File: config.mk
export PLATFORM = sky130hd
export DESIGN_NAME = fsm_cmd_gate
export DESIGN_NICKNAME = d
export VERILOG_FILES = /design/src/rtl/fsm_cmd_pkg.sv /design/src/rtl/cmd_fifo.sv /design/src/rtl/fsm_cmd_gate.sv
export SDC_FILE = /design/constraint.sdc
export NUM_CORES = 1
export LEC_CHECK = 0
export CAP_MARGIN = 20
export CORE_MARGIN = 5
export CORE_UTILIZATION = 29
export CTS_BUF_LIST = sky130_fd_sc_hd__clkbuf_8
export CTS_CLUSTER_DIAMETER = 200
export DETAILED_ROUTE_END_ITERATION = 8
export PLACE_DENSITY = 0.46
export SYNTH_ARGS = -nofsm -noshare
export SYNTH_HDL_FRONTEND = slang
export SYNTH_HIERARCHICAL = 1
export SYNTH_SLANG_ARGS = --single-unit
File: constraint.sdc
create_clock -name clk -period 8.35 [get_ports clk]
set_input_delay 1.2525 -clock clk [delete_from_list [all_inputs] [get_ports clk]]
set_output_delay 1.2525 -clock clk [all_outputs]
set_load 0.05 [all_outputs]
File: src/rtl/fsm_cmd_pkg.sv
// rtl/fsm_cmd_pkg.sv - shared command types, gate states and legality decode
package fsm_cmd_pkg;

  // Raw 3-bit command code as seen by the downstream control FSM
  typedef logic [2:0] cmd_t;

  // Gate states: RUN forwards commands, LOCKED is sticky until reset
  typedef enum logic {
    RUN    = 1'b0,
    LOCKED = 1'b1
  } gate_state_t;

  // Highest code the downstream FSM understands
  localparam cmd_t CMD_LEGAL_MAX = 3'h5;

  // Code driven whenever nothing meaningful can be issued
  localparam cmd_t CMD_SAFE = 3'h0;

  // Legality decode with every encoding listed so none can slip through
  function automatic logic is_legal(input cmd_t code);
    logic ok;
    case (code)
      3'h0, 3'h1, 3'h2, 3'h3, 3'h4, 3'h5: ok = 1'b1;
      3'h6, 3'h7:                         ok = 1'b0;
      default:                            ok = 1'b0;
    endcase
    return ok;
  endfunction

endpackage

File: src/rtl/cmd_fifo.sv
// rtl/cmd_fifo.sv - command FIFO with wrap-around pointers and synchronous flush
module cmd_fifo
  import fsm_cmd_pkg::*;
#(
  parameter int DEPTH = 4
) (
  input  logic clk,
  input  logic rst,
  input  logic flush,
  input  logic push,
  input  cmd_t push_data,
  input  logic pop,
  output cmd_t head,
  output logic full,
  output logic empty
);

  localparam int AW = (DEPTH > 1) ? $clog2(DEPTH) : 1;
  localparam logic [AW:0] FULL_COUNT = (AW + 1)'(DEPTH);

  cmd_t           mem [DEPTH];
  logic [AW-1:0]  wr_ptr;
  logic [AW-1:0]  rd_ptr;
  logic [AW:0]    count;
  logic           push_ok;
  logic           pop_ok;

  // Guard the requests so a full push or empty pop cannot corrupt pointers
  assign push_ok = push && !full;
  assign pop_ok  = pop && !empty;

  assign full  = (count == FULL_COUNT);
  assign empty = (count == '0);
  assign head  = mem[rd_ptr];

  // Storage array is write-only on push; contents need no reset because count gates reads
  always_ff @(posedge clk) begin
    if (push_ok && !flush && !rst) begin
      mem[wr_ptr] <= push_data;
    end
  end

  // Pointers wrap naturally because DEPTH is a power of two; flush empties in one edge
  always_ff @(posedge clk) begin
    if (rst || flush) begin
      wr_ptr <= '0;
      rd_ptr <= '0;
      count  <= '0;
    end else begin
      if (push_ok) begin
        wr_ptr <= wr_ptr + 1'b1;
      end
      if (pop_ok) begin
        rd_ptr <= rd_ptr + 1'b1;
      end
      case ({push_ok, pop_ok})
        2'b10:   count <= count + 1'b1;
        2'b01:   count <= count - 1'b1;
        2'b11:   count <= count;
        2'b00:   count <= count;
        default: count <= count;
      endcase
    end
  end

endmodule

File: src/rtl/fsm_cmd_gate.sv
// rtl/fsm_cmd_gate.sv - validates user commands, queues legal ones, locks out on repeated illegals
module fsm_cmd_gate
  import fsm_cmd_pkg::*;
#(
  parameter int DEPTH       = 4,
  parameter int LOCK_THRESH = 3
) (
  input  logic       clk,
  input  logic       rst,
  input  logic       in_valid,
  input  cmd_t       in_data,
  output logic       in_ready,
  output cmd_t       cmd_out,
  output logic       cmd_valid,
  output logic       reject_pulse,
  output logic [3:0] err_count,
  output logic       locked
);

  localparam logic [3:0] THRESH = 4'(LOCK_THRESH);

  gate_state_t state;
  logic [3:0]  consec;
  logic [3:0]  consec_inc;
  logic        accept;
  logic        push;
  logic        bad;
  logic        lock_hit;
  logic        pop;
  logic        fifo_full;
  logic        fifo_empty;
  cmd_t        fifo_head;
  cmd_t        head_safe;

  // Handshake depends only on registered state so in_ready never loops back to in_valid
  assign in_ready = !fifo_full && (state == RUN);
  assign accept   = in_valid && in_ready;
  assign push     = accept && is_legal(in_data);
  assign bad      = accept && !is_legal(in_data);

  assign consec_inc = (consec == 4'hF) ? consec : consec + 4'd1;
  assign lock_hit   = bad && (consec_inc >= THRESH);

  // The lockout edge flushes instead of issuing, so no pop is allowed on it
  assign pop = (state == RUN) && !fifo_empty && !lock_hit;

  // Queue contents are legal by construction; this only keeps cmd_out in range defensively
  assign head_safe = (fifo_head <= CMD_LEGAL_MAX) ? fifo_head : CMD_SAFE;

  cmd_fifo #(
    .DEPTH(DEPTH)
  ) u_fifo (
    .clk      (clk),
    .rst      (rst),
    .flush    (lock_hit),
    .push     (push),
    .push_data(in_data),
    .pop      (pop),
    .head     (fifo_head),
    .full     (fifo_full),
    .empty    (fifo_empty)
  );

  // Error accounting: every dropped illegal command pulses once and bumps the saturating total
  always_ff @(posedge clk) begin
    if (rst) begin
      reject_pulse <= 1'b0;
      err_count    <= 4'h0;
    end else begin
      reject_pulse <= bad;
      if (bad && (err_count != 4'hF)) begin
        err_count <= err_count + 4'd1;
      end
    end
  end

  // Gate FSM: issues one queued command per cycle in RUN, parks on a safe code once LOCKED
  always_ff @(posedge clk) begin
    if (rst) begin
      state     <= RUN;
      locked    <= 1'b0;
      consec    <= 4'h0;
      cmd_out   <= CMD_SAFE;
      cmd_valid <= 1'b0;
    end else begin
      case (state)
        RUN: begin
          if (lock_hit) begin
            state     <= LOCKED;
            locked    <= 1'b1;
            consec    <= consec_inc;
            cmd_out   <= CMD_SAFE;
            cmd_valid <= 1'b0;
          end else begin
            if (push) begin
              consec <= 4'h0;
            end else if (bad) begin
              consec <= consec_inc;
            end
            if (pop) begin
              cmd_out   <= head_safe;
              cmd_valid <= 1'b1;
            end else begin
              cmd_valid <= 1'b0;
            end
          end
        end
        LOCKED: begin
          state     <= LOCKED;
          locked    <= 1'b1;
          cmd_out   <= CMD_SAFE;
          cmd_valid <= 1'b0;
        end
        default: begin
          state     <= LOCKED;
          locked    <= 1'b1;
          cmd_out   <= CMD_SAFE;
          cmd_valid <= 1'b0;
        end
      endcase
    end
  end

endmodule

Yosys cells after proc, flatten, opt, wreduce, memory -nomap -nowiden. Memory sizes are Yosys's and may differ from the RTL's. A register that Yosys moved wholly into a read port is not among the register bits. Index checks and enable logic that the tools add are counted. Widths: inputs -> output; s select.

Bits in writable memories: 12. Logic and storage cells: 73. Bits in read-only memories: 16. Memories: 3. Flip-flop bits (word level): 22. Input bits: 6.

Memories: u_fifo.mem (words 4, bits a word 3, rd ports 1, clocked after memory_dff 1, write ports 1, line cmd_fifo.sv:21) `cmd_t mem [DEPTH];`; (no name shown) (words 8, bits a word 1, rd ports 1, clocked after memory_dff 0, write ports 0, line fsm_cmd_pkg.sv:22) `case (code)`; (no name shown) (words 8, bits a word 1, rd ports 1, clocked after memory_dff 0, write ports 0, line fsm_cmd_pkg.sv:22).

Bitwise logic cells: 1. Add/sub/neg operators: 6. $lt $le $gt $ge: 2. Equality and inequality tests: 8. Muxes and demuxes: 20. Reduce and logical (&&, ||, !) cells: 23.

Operator list (count): $mux 4 (4); $logic_and 1x1->1 (12); $pmux 3 s2 (2); $mux 3 (3); $add 4x1->4 const B (2); $mux 1 (6); $pmux 1 s2 (3); $logic_not 1->1 (5); $add 2x1->2 const B (2); $eq 2x2->1 const B (2); $eq 4x4->1 const B (1); $ge 4x2->1 const B (1); $mux 2 (2); $ne 4x4->1 const B (1); $add 3x1->3 const B (1); $eq 3x3->1 const B (1); $le 3x3->1 const B (1); $logic_not 3->1 (1); $ne 3x1->1 const B (1); $reduce_bool 3->1 (1); $sub 3x1->3 const B (1); $eq 2x1->1 const B (1); $logic_not 2->1 (1); $ne 2x1->1 const B (1); other kinds (4) (4).

Logic depth before layout (Yosys ltp). Gate-level depths: netlist of the first run.

Depth in word-level cells: 11. Depth in mapped cells: 14.

Cells and area by module. The synthesis of the first run kept the hierarchy.

By module, submodules not included: cmd_fifo (cells an instance 71, sequential area each 540.5 um^2, instances 1, area each 907.1 um^2); fsm_cmd_gate (cells an instance 81, sequential area each 300.3 um^2, instances 1, area each 739.5 um^2).

Worst setup path after synthesis of the first run. Ideal clock, no wire load.

Path kind: in2reg. From: input port in_valid. To: register u_fifo.count[2]. Arrival: 3421 ps. Buffers on the path: 1. Library setup time: 70 ps. Required time: 8280 ps. Setup slack: 4860 ps. Stages: 12. Cells stage by stage: nor3b_4 and3_1 buf_4 o31a_2 nor3_1 nor2b_1 ha_1 inv_1 fa_1 xor2_1 or3_1 a21oi_1.

Longest elaborated chain between the ends: 8.

RTL lines: start, declared (line fsm_cmd_gate.sv:10) `input logic in_valid,`; $logic_and 1x1->1 * (line fsm_cmd_gate.sv:37) `assign accept = in_valid && in_ready;`; $logic_and 1x1->1 * (line fsm_cmd_gate.sv:39) `assign bad = accept && !is_legal(in_data);`; $logic_and 1x1->1 * (line fsm_cmd_gate.sv:42) `assign lock_hit = bad && (consec_inc >= THRESH);`; named net lock_hit (line fsm_cmd_gate.sv:28) `logic lock_hit;`; $logic_not 1->1 * (line fsm_cmd_gate.sv:45) `assign pop = (state == RUN) && !fifo_empty && !lock_hit;`; $logic_and 1x1->1 * (line fsm_cmd_gate.sv:45); named net pop (line fsm_cmd_gate.sv:29) `logic pop;`; $logic_and 1x1->1 * (line cmd_fifo.sv:30) `assign pop_ok = pop && !empty;`; named net u_fifo.pop_ok (line cmd_fifo.sv:26) `logic pop_ok;`; $eq 2x1->1, or another cell as far along (line cmd_fifo.sv:56) `case ({push_ok, pop_ok})`; $pmux 3 s2 / $reduce_or 2->1 (equally long branches); end signal, assigned (line cmd_fifo.sv:57) `2'b10: count <= count + 1'b1;`; end signal, assigned (line cmd_fifo.sv:58) `2'b01: count <= count - 1'b1;`; end signal, assigned (line cmd_fifo.sv:59) `2'b11: count <= count;`; end, declared (line cmd_fifo.sv:24) `logic [AW:0] count;`.

Mark *: on every way through the listed nets, which the timed path passes. The rest lies on a longest branch. A chain may end at the register's enable or synchronous reset.

Worst setup path in the final report of the first run.
From: input port in_data[2]. To: register u_fifo.count[2].

Longest elaborated chain between the ends: 9.

RTL lines: start, declared (line fsm_cmd_gate.sv:11) `input cmd_t in_data,`; $mem_v2 8x1 *; $logic_not 1->1 * (line fsm_cmd_gate.sv:39); $logic_and 1x1->1 * (line fsm_cmd_gate.sv:39); $logic_and 1x1->1 * (line fsm_cmd_gate.sv:42); named net lock_hit (line fsm_cmd_gate.sv:28); $logic_not 1->1 * (line fsm_cmd_gate.sv:45); $logic_and 1x1->1 * (line fsm_cmd_gate.sv:45); named net pop (line fsm_cmd_gate.sv:29); $logic_and 1x1->1 * (line cmd_fifo.sv:30); named net u_fifo.pop_ok (line cmd_fifo.sv:26); $eq 2x1->1, or another cell as far along (line cmd_fifo.sv:56); $pmux 3 s2 / $reduce_or 2->1 (equally long branches).

Marks and branches as above.

==> results of run 1 <==
## synthesized netlist by cell type, types with 2 or more instances
master	count
o21ai_1	3
nand2_1	8
and3_1	5
nand3_1	6
nor2b_1	2
inv_1	10
nand4_1	2
xor2_1	3
o21ai_0	6
mux4_2	3
nor4_1	3
nor2_1	10
dfxtp_1	24
nor3_1	3
edfxtp_1	12
ha_1	7
o31ai_1	3
a21oi_1	12
or3_1	2
and4b_1	2
## power breakdown
| part | internal [mW] | switching, mW | total, mW |
|---|---|---|---|
| combinational | 0.0702 | 0.101 | 0.171 |
| sequential | 0.206 | 0.0211 | 0.227 |
| clock | 0.0741 | 0.0606 | 0.135 |
| total | 0.350 | 0.183 | 0.533 |
## stage by stage
| step | power, mW | hold WS, ns |
|---|---|---|
| 3_5_place_dp | 0.404 | 0.483 |
| 3_3_place_gp | 0.401 | 0.471 |
| 4_1_cts | 0.541 | 0.493 |
| 2_1_floorplan | 0.355 | 0.458 |
| 5_1_grt | 0.569 | 0.528 |
| 6_report | 0.533 | 0.489 |
## cells by family after synthesis
group / count (synthesis)
mux: 3
buf+inv: 16
xor+xnor: 3
fa+ha+maj: 8
compound gates: 33
flops: 36
simple gates: 53
## routing by layer
metal | part of all wire (%) | vias to the layer above | routed length [um]
met5 | 0 | - | 0
met4 | 0.71 | 0 | 23
met3 | 4.2 | 2 | 137
met2 | 49 | 17 | 1590
met1 | 46 | 562 | 1510
li1 | - | 594 | -
## flip-flops by register name (all words and copies together) (netlist names), named ones only
register,count
u_fifo/mem,12
consec,4
err_count,4
cmd_out,3
u_fifo/count,3
u_fifo/rd_ptr,2
u_fifo/wr_ptr,2
cmd_valid,1
locked,1
reject_pulse,1
state,1
## worst max-delay path by stage
stage,cells past startpoint,slack [ns],to,startpoint
floorplan,12,4.86,u_fifo/count[2]$_SDFFE_PP0N_,in_valid
detailed placement,12,4.23,u_fifo/count[2]$_SDFFE_PP0N_,in_valid
finish,11,4.50,u_fifo/count[2]$_SDFFE_PP0N_,in_data[2]
global placement,12,4.31,u_fifo/count[2]$_SDFFE_PP0N_,in_valid
CTS,12,4.51,u_fifo/count[2]$_SDFFE_PP0N_,in_valid
global route,11,4.29,u_fifo/count[2]$_SDFFE_PP0N_,in_data[2]
## worst reg2reg max path, stage by stage, from the launching register on
cell     delay (ns)
dfxtp_1        0.37
or3b_1         0.43
inv_1          0.17
nor3b_4        0.08
and3_1         0.27
o31a_2         0.19
nor3_1         0.26
nor2b_1        0.26
ha_1           0.23
inv_1          0.07
fa_1           0.37
xor2_1         0.16
or3_1          0.30
a21oi_1        0.13
## cell type report
| cell class | instances | share of cell area (%) |
|---|---|---|
| well taps | 72 | 4.58 |
| multi-input cells | 100 | 37.2 |
| inverters | 10 | 1.91 |
| clock buffers | 7 | 4.90 |
| repair buffers | 17 | 8.52 |
| flip-flops and latches | 36 | 42.7 |
| clock inverters | 1 | 0.191 |
==> impl_metrics.toml, run 1 <==
[setup_path]
cp_top_family = "simple AND/OR/NAND/NOR gates"
worstPathMaxFanout = 9
worstSetupEndpointType = "register"
worstSetupStartpointType = "input port"
worstSetupPathType = "in2reg"
path_cells = "clkdlybuf4s50_1, and3_1, o31a_2, nor3_1, nor2b_1, ha_1, inv_1, fa_1, xor2_1, or3_1, a21oi_1"
worstReg2RegEnd = "u_fifo/count[2]$_SDFFE_PP0N_"
cp.arrival_ns = 4.07
reg2reg_slack_ns = 5.00
cp_num_buf_inv = 2
cp.required_ns = 8.57
worstRegToRegCells = 13
r2r_start = "u_fifo/count[2]$_SDFFE_PP0N_"
crit_slowest_cell = "clkdlybuf4s50_1"
max_stage_delay_ns = 0.55

[final_layout]
final_cells = 243
nNetsFinal = 184
final_cell_mix = "dfxtp_1, clkdlybuf4s50_1, a21oi_1, edfxtp_1, inv_1"
drive_gt1_share_pct = 9.94
fillers = 555
syn_to_final_growth_pct = 19.5
fin_util_pct = 35.7
ff_latch_area_um2 = 841
final_common_cell = "dfxtp_1"
diodes = 0
multi_input_area_um2 = 732
design_area_mm2 = 0.00197

[logic_synthesis]
netlist_top_cells_area = "dfxtp_1, edfxtp_1, ha_1"
synthXorXnorAreaFrac_pct = 1.60
yosys.area_share.simple_pct = 18.6
yosysTopAreaCell = "dfxtp_1"
synth_ff_type = "dfxtp_1"
synth_mux_area_share_pct = 4.10
synth_nets = 166
async_flop_share_pct = 0
yosys_warnings = 6
ys_ff_latch = 36
ys_types = 46
synth_top_family_by_area = "simple AND/OR/NAND/NOR gates"
synth_top_area_share_pct = 29.2
synth_compound_area_share_pct = 13.6
seq_area_frac_synth_pct = 51.1
synthAdderAreaFrac_pct = 6.53
avgSynthCellArea_um2 = 10.8
syn_area_mm2 = 0.00165
synth-edff-count = 12
synthCells = 152

[global_route]
grt.met2_usage_pct = 15.3
antenna_found_initial = 0
grt_pass1_wl_um = 5570
grt_util_met1_pct = 12.0
track_usage_pct = 9.69
gr-total-overflow = 0
grt_pass1_vias = 1137
busiest_layer = "met2"
grt_max_degree = 16
grt_use_met3_pct = 3.69

[sta]
finalSetupTns_ns = 0
final_max_slew_viol_count = 0
rsz0062_at_grt = "no"
worst_pin_slew_ns = 0.583
setup_ws_ns = 4.50
relSlewSlack_pct = 61.0
fin_worst_skew_ns = 0.00518
finalSetupViolCount = 0
hold_viol = 0
max_freq_mhz = 259
period_share_pct = 46.2
min_period_ns = 3.85

[die]
core_mm2 = 0.00551
die_y_um = 85.4
ios = 17
start_util_pct = 29.9
rows = 27
die_w_um = 85.4
dieArea_mm2 = 0.00728

[detailed_routing]
drc = 0
routedWlPerCell_um = 13.4
wl_um = 3260
viasPerCell = 4.84
drtIter0Drc = 55
vias = 1175
dr.pass1.iters = 4
ant_nets = 0

[worst_hold_path]
whs_path_depth = 2
hp-class = "reg2reg"
holdPathEnd = "cmd_out[0]$_SDFFE_PP0P_"
hold_start = "cmd_out[0]$_SDFFE_PP0P_"

[placed_design]
dp.cells = 235
place_congestion = 0.729
dpl_cell_area_mm2 = 0.00187
place_ws_ns = 4.23
hpwl_um = 2420
io_buffers = 16

[clocking]
hold_buffers = 0
cts_setup_buffers = 0
cts-root-buf = "clkbuf_8"
clock_latency_ns = 0.28
clk_path_buf_depth = 2
ctsResizeCount = 0
clock-sinks = 36
path_clk_slew_ns = 0.07
cts_made_buffers = 5
tritoncts = "done"
h-tree-depth = 2

[pwr]
p_leak_nw = 0.690
vdd_drop_max_v = 0.0000962
p_per_area_mw_per_mm2 = 271

[status]
outcome = "finished clean"

[job]
maxCapViolCount = 0
Note: power is estimated with default switching activity, not from simulation.
==> run 2: changes to the inputs <==
- PLACE_DENSITY: 0.46 -> 0.48
- clock period: 8.35 -> 3.25 ns (I/O delays scaled with it)
==> run 2 against run 1 <==
  * Routed wire length up 2.4%
  * Sequential share of layout area down 1.3 points
  * Clock skew grew 0.0019 ns
  * Critical path type is now reg2reg
  * Critical endpoint unchanged
==> impl_metrics.toml, run 2 (synthesis gave the netlist of run 1 again) <==
[status]
outcome = "finished clean"

[clocking]
clk_path_buf_depth = 2
h-tree-depth = 2
cts_made_buffers = 5
cts-root-buf = "clkbuf_8"
tritoncts = "done"
path_clk_slew_ns = 0.07
clock_latency_ns = 0.29
clock-sinks = 36

[final_layout]
fillers = 553
regMostFlops = "u_fifo/mem"
syn_to_final_growth_pct = 23.3
diodes = 0
multi_input_area_um2 = 734
largest_reg_flops = 12
largest_registers = "u_fifo/mem x12, consec x4, err_count x4"
final_cell_mix = "dfxtp_1, clkdlybuf4s50_1, a21oi_1, edfxtp_1"
fin_util_pct = 36.9
ff_latch_area_um2 = 842
drive_gt1_share_pct = 15.5
nNetsFinal = 194
final_common_cell = "dfxtp_1"

[die]
rows = 27
die_w_um = 85.4
start_util_pct = 29.9
die_y_um = 85.4
dieArea_mm2 = 0.00728
core_mm2 = 0.00551
ios = 17

[sta]
relSlewSlack_pct = 65.8
fin_worst_skew_ns = 0.00708
worst_pin_slew_ns = 0.511
min_period_ns = 3.00
rsz0062_at_grt = "no"
finalSetupTns_ns = 0
setup_ws_ns = 0.246
period_share_pct = 92.4
hold_viol = 0
final_max_slew_viol_count = 0
finalSetupViolCount = 0
max_freq_mhz = 333

[global_route]
grt_util_met1_pct = 12.6
grt_pass1_wl_um = 5710
gr-total-overflow = 0
busiest_layer = "met2"
grt_use_met3_pct = 2.52
grt_pass1_vias = 1227
antenna_found_initial = 0
grt_max_degree = 16
grt.met2_usage_pct = 16.0
track_usage_pct = 10.1

[setup_path]
worstRegToRegCells = 13
worstPathMaxFanout = 4
r2r_start = "u_fifo/count[0]$_SDFFE_PP0N_"
reg2reg_slack_ns = 0.25
cp.required_ns = 3.47
worstReg2RegEnd = "u_fifo/count[2]$_SDFFE_PP0N_"
critPathLaunch = "u_fifo/count[0]$_SDFFE_PP0N_"
worstSetupPathType = "reg2reg"
worstSetupEndpointType = "register"
cp.arrival_ns = 3.22
worstSetupStartpointType = "register"
cp-endpoint = "u_fifo/count[2]$_SDFFE_PP0N_"

[pwr]
p_total_mw = 1.37
p_leak_nw = 0.729
p_clk_share_pct = 22.2
p_per_area_mw_per_mm2 = 674
vdd_drop_max_v = 0.000312
sw_frac_of_total_pct = 35.4
p_int_mw = 0.884
combPwrFrac_pct = 35.0
switchingPower_mw = 0.485
pwr-share-seq_pct = 42.7

[placed_design]
hpwl_um = 2580
place_ws_ns = 0.0948
place_congestion = 0.799
io_buffers = 16

[detailed_routing]
viasPerCell = 4.70
drtIter0Drc = 92
wl_um = 3340
vias = 1190
ant_nets = 0
drc = 0
dr.pass1.iters = 5
routedWlPerCell_um = 13.2

[job]
maxCapViolCount = 0

[worst_hold_path]
hp-class = "reg2reg"
whs_path_depth = 2
run 2: cell types whose count changed in the layout (fill, tap and decap cells not counted), sizes merged:
cell,delta
clkinv,+1
clkinvlp,+1
buf,+10
clkbuf,-2
run 2: power groups by stage:
stage	Clock, mW	Sequential (mW)	Combinational (mW)
2_1_floorplan	0	0.649	0.263
3_3_place_gp	0	0.590	0.471
3_5_place_dp	0	0.595	0.479
4_1_cts	0.315	0.585	0.481
5_1_grt	0.337	0.597	0.531
6_report	0.304	0.585	0.480
run 2: layout make-up:
cell class / instances / area share (%)
Timing Repair Buffer: 27 / 12.0
Multi-Input combinational cell: 100 / 36.2
Tap cell: 72 / 4.44
Clock inverter: 3 / 0.739
Inverter: 10 / 1.85
Sequential cell: 36 / 41.5
Clock buffer: 5 / 3.39
run 2: worst min path at each step:
stage,from,end,slack (ns)
3_5_place_dp,u_fifo/rd_ptr[1]$_SDFFE_PP0P_,u_fifo/rd_ptr[1]$_SDFFE_PP0P_,0.49
4_1_cts,u_fifo/rd_ptr[1]$_SDFFE_PP0P_,u_fifo/rd_ptr[1]$_SDFFE_PP0P_,0.51
3_3_place_gp,cmd_out[0]$_SDFFE_PP0P_,cmd_out[0]$_SDFFE_PP0P_,0.47
2_1_floorplan,u_fifo/rd_ptr[1]$_SDFFE_PP0P_,register,0.46
6_report,cmd_out[0]$_SDFFE_PP0P_,cmd_out[0]$_SDFFE_PP0P_,0.50
5_1_grt,u_fifo/rd_ptr[1]$_SDFFE_PP0P_,register,0.52
run 2: per-stage QoR:
step           std cells  hold WS [ns]  area (um2)
3_5_place_dp         245         0.488        1940
6_report             253         0.501        2030
5_1_grt              253         0.522        2030
4_1_cts              253         0.510        2030
2_1_floorplan        152         0.458        1650
3_3_place_gp         245         0.468        1940
run 2: per-layer routing:
| layer | up-vias | wire, um |
|---|---|---|
| li1 | 617 | - |
| met1 | 548 | 1670 |
| met2 | 18 | 1500 |
| met3 | 7 | 93 |
| met4 | 0 | 80 |
| met5 | - | 0 |
run 2: repair_timing:
action,4_1_cts,5_1_grt
endpoints found under the setup margin,0,1
resized for setup,0,2
setup buffers,0,0
hold buffers,0,0
run 2: worst max-delay path: stages (launching register included):
cell     delay (ns)
dfxtp_1        0.34
or3b_1         0.43
inv_1          0.13
nor3b_4        0.06
and3_1         0.19
o31a_2         0.12
nor3_1         0.18
nor2b_2        0.21
ha_1           0.20
inv_1          0.07
fa_1           0.39
xor2_1         0.16
or3_1          0.31
a21oi_1        0.14
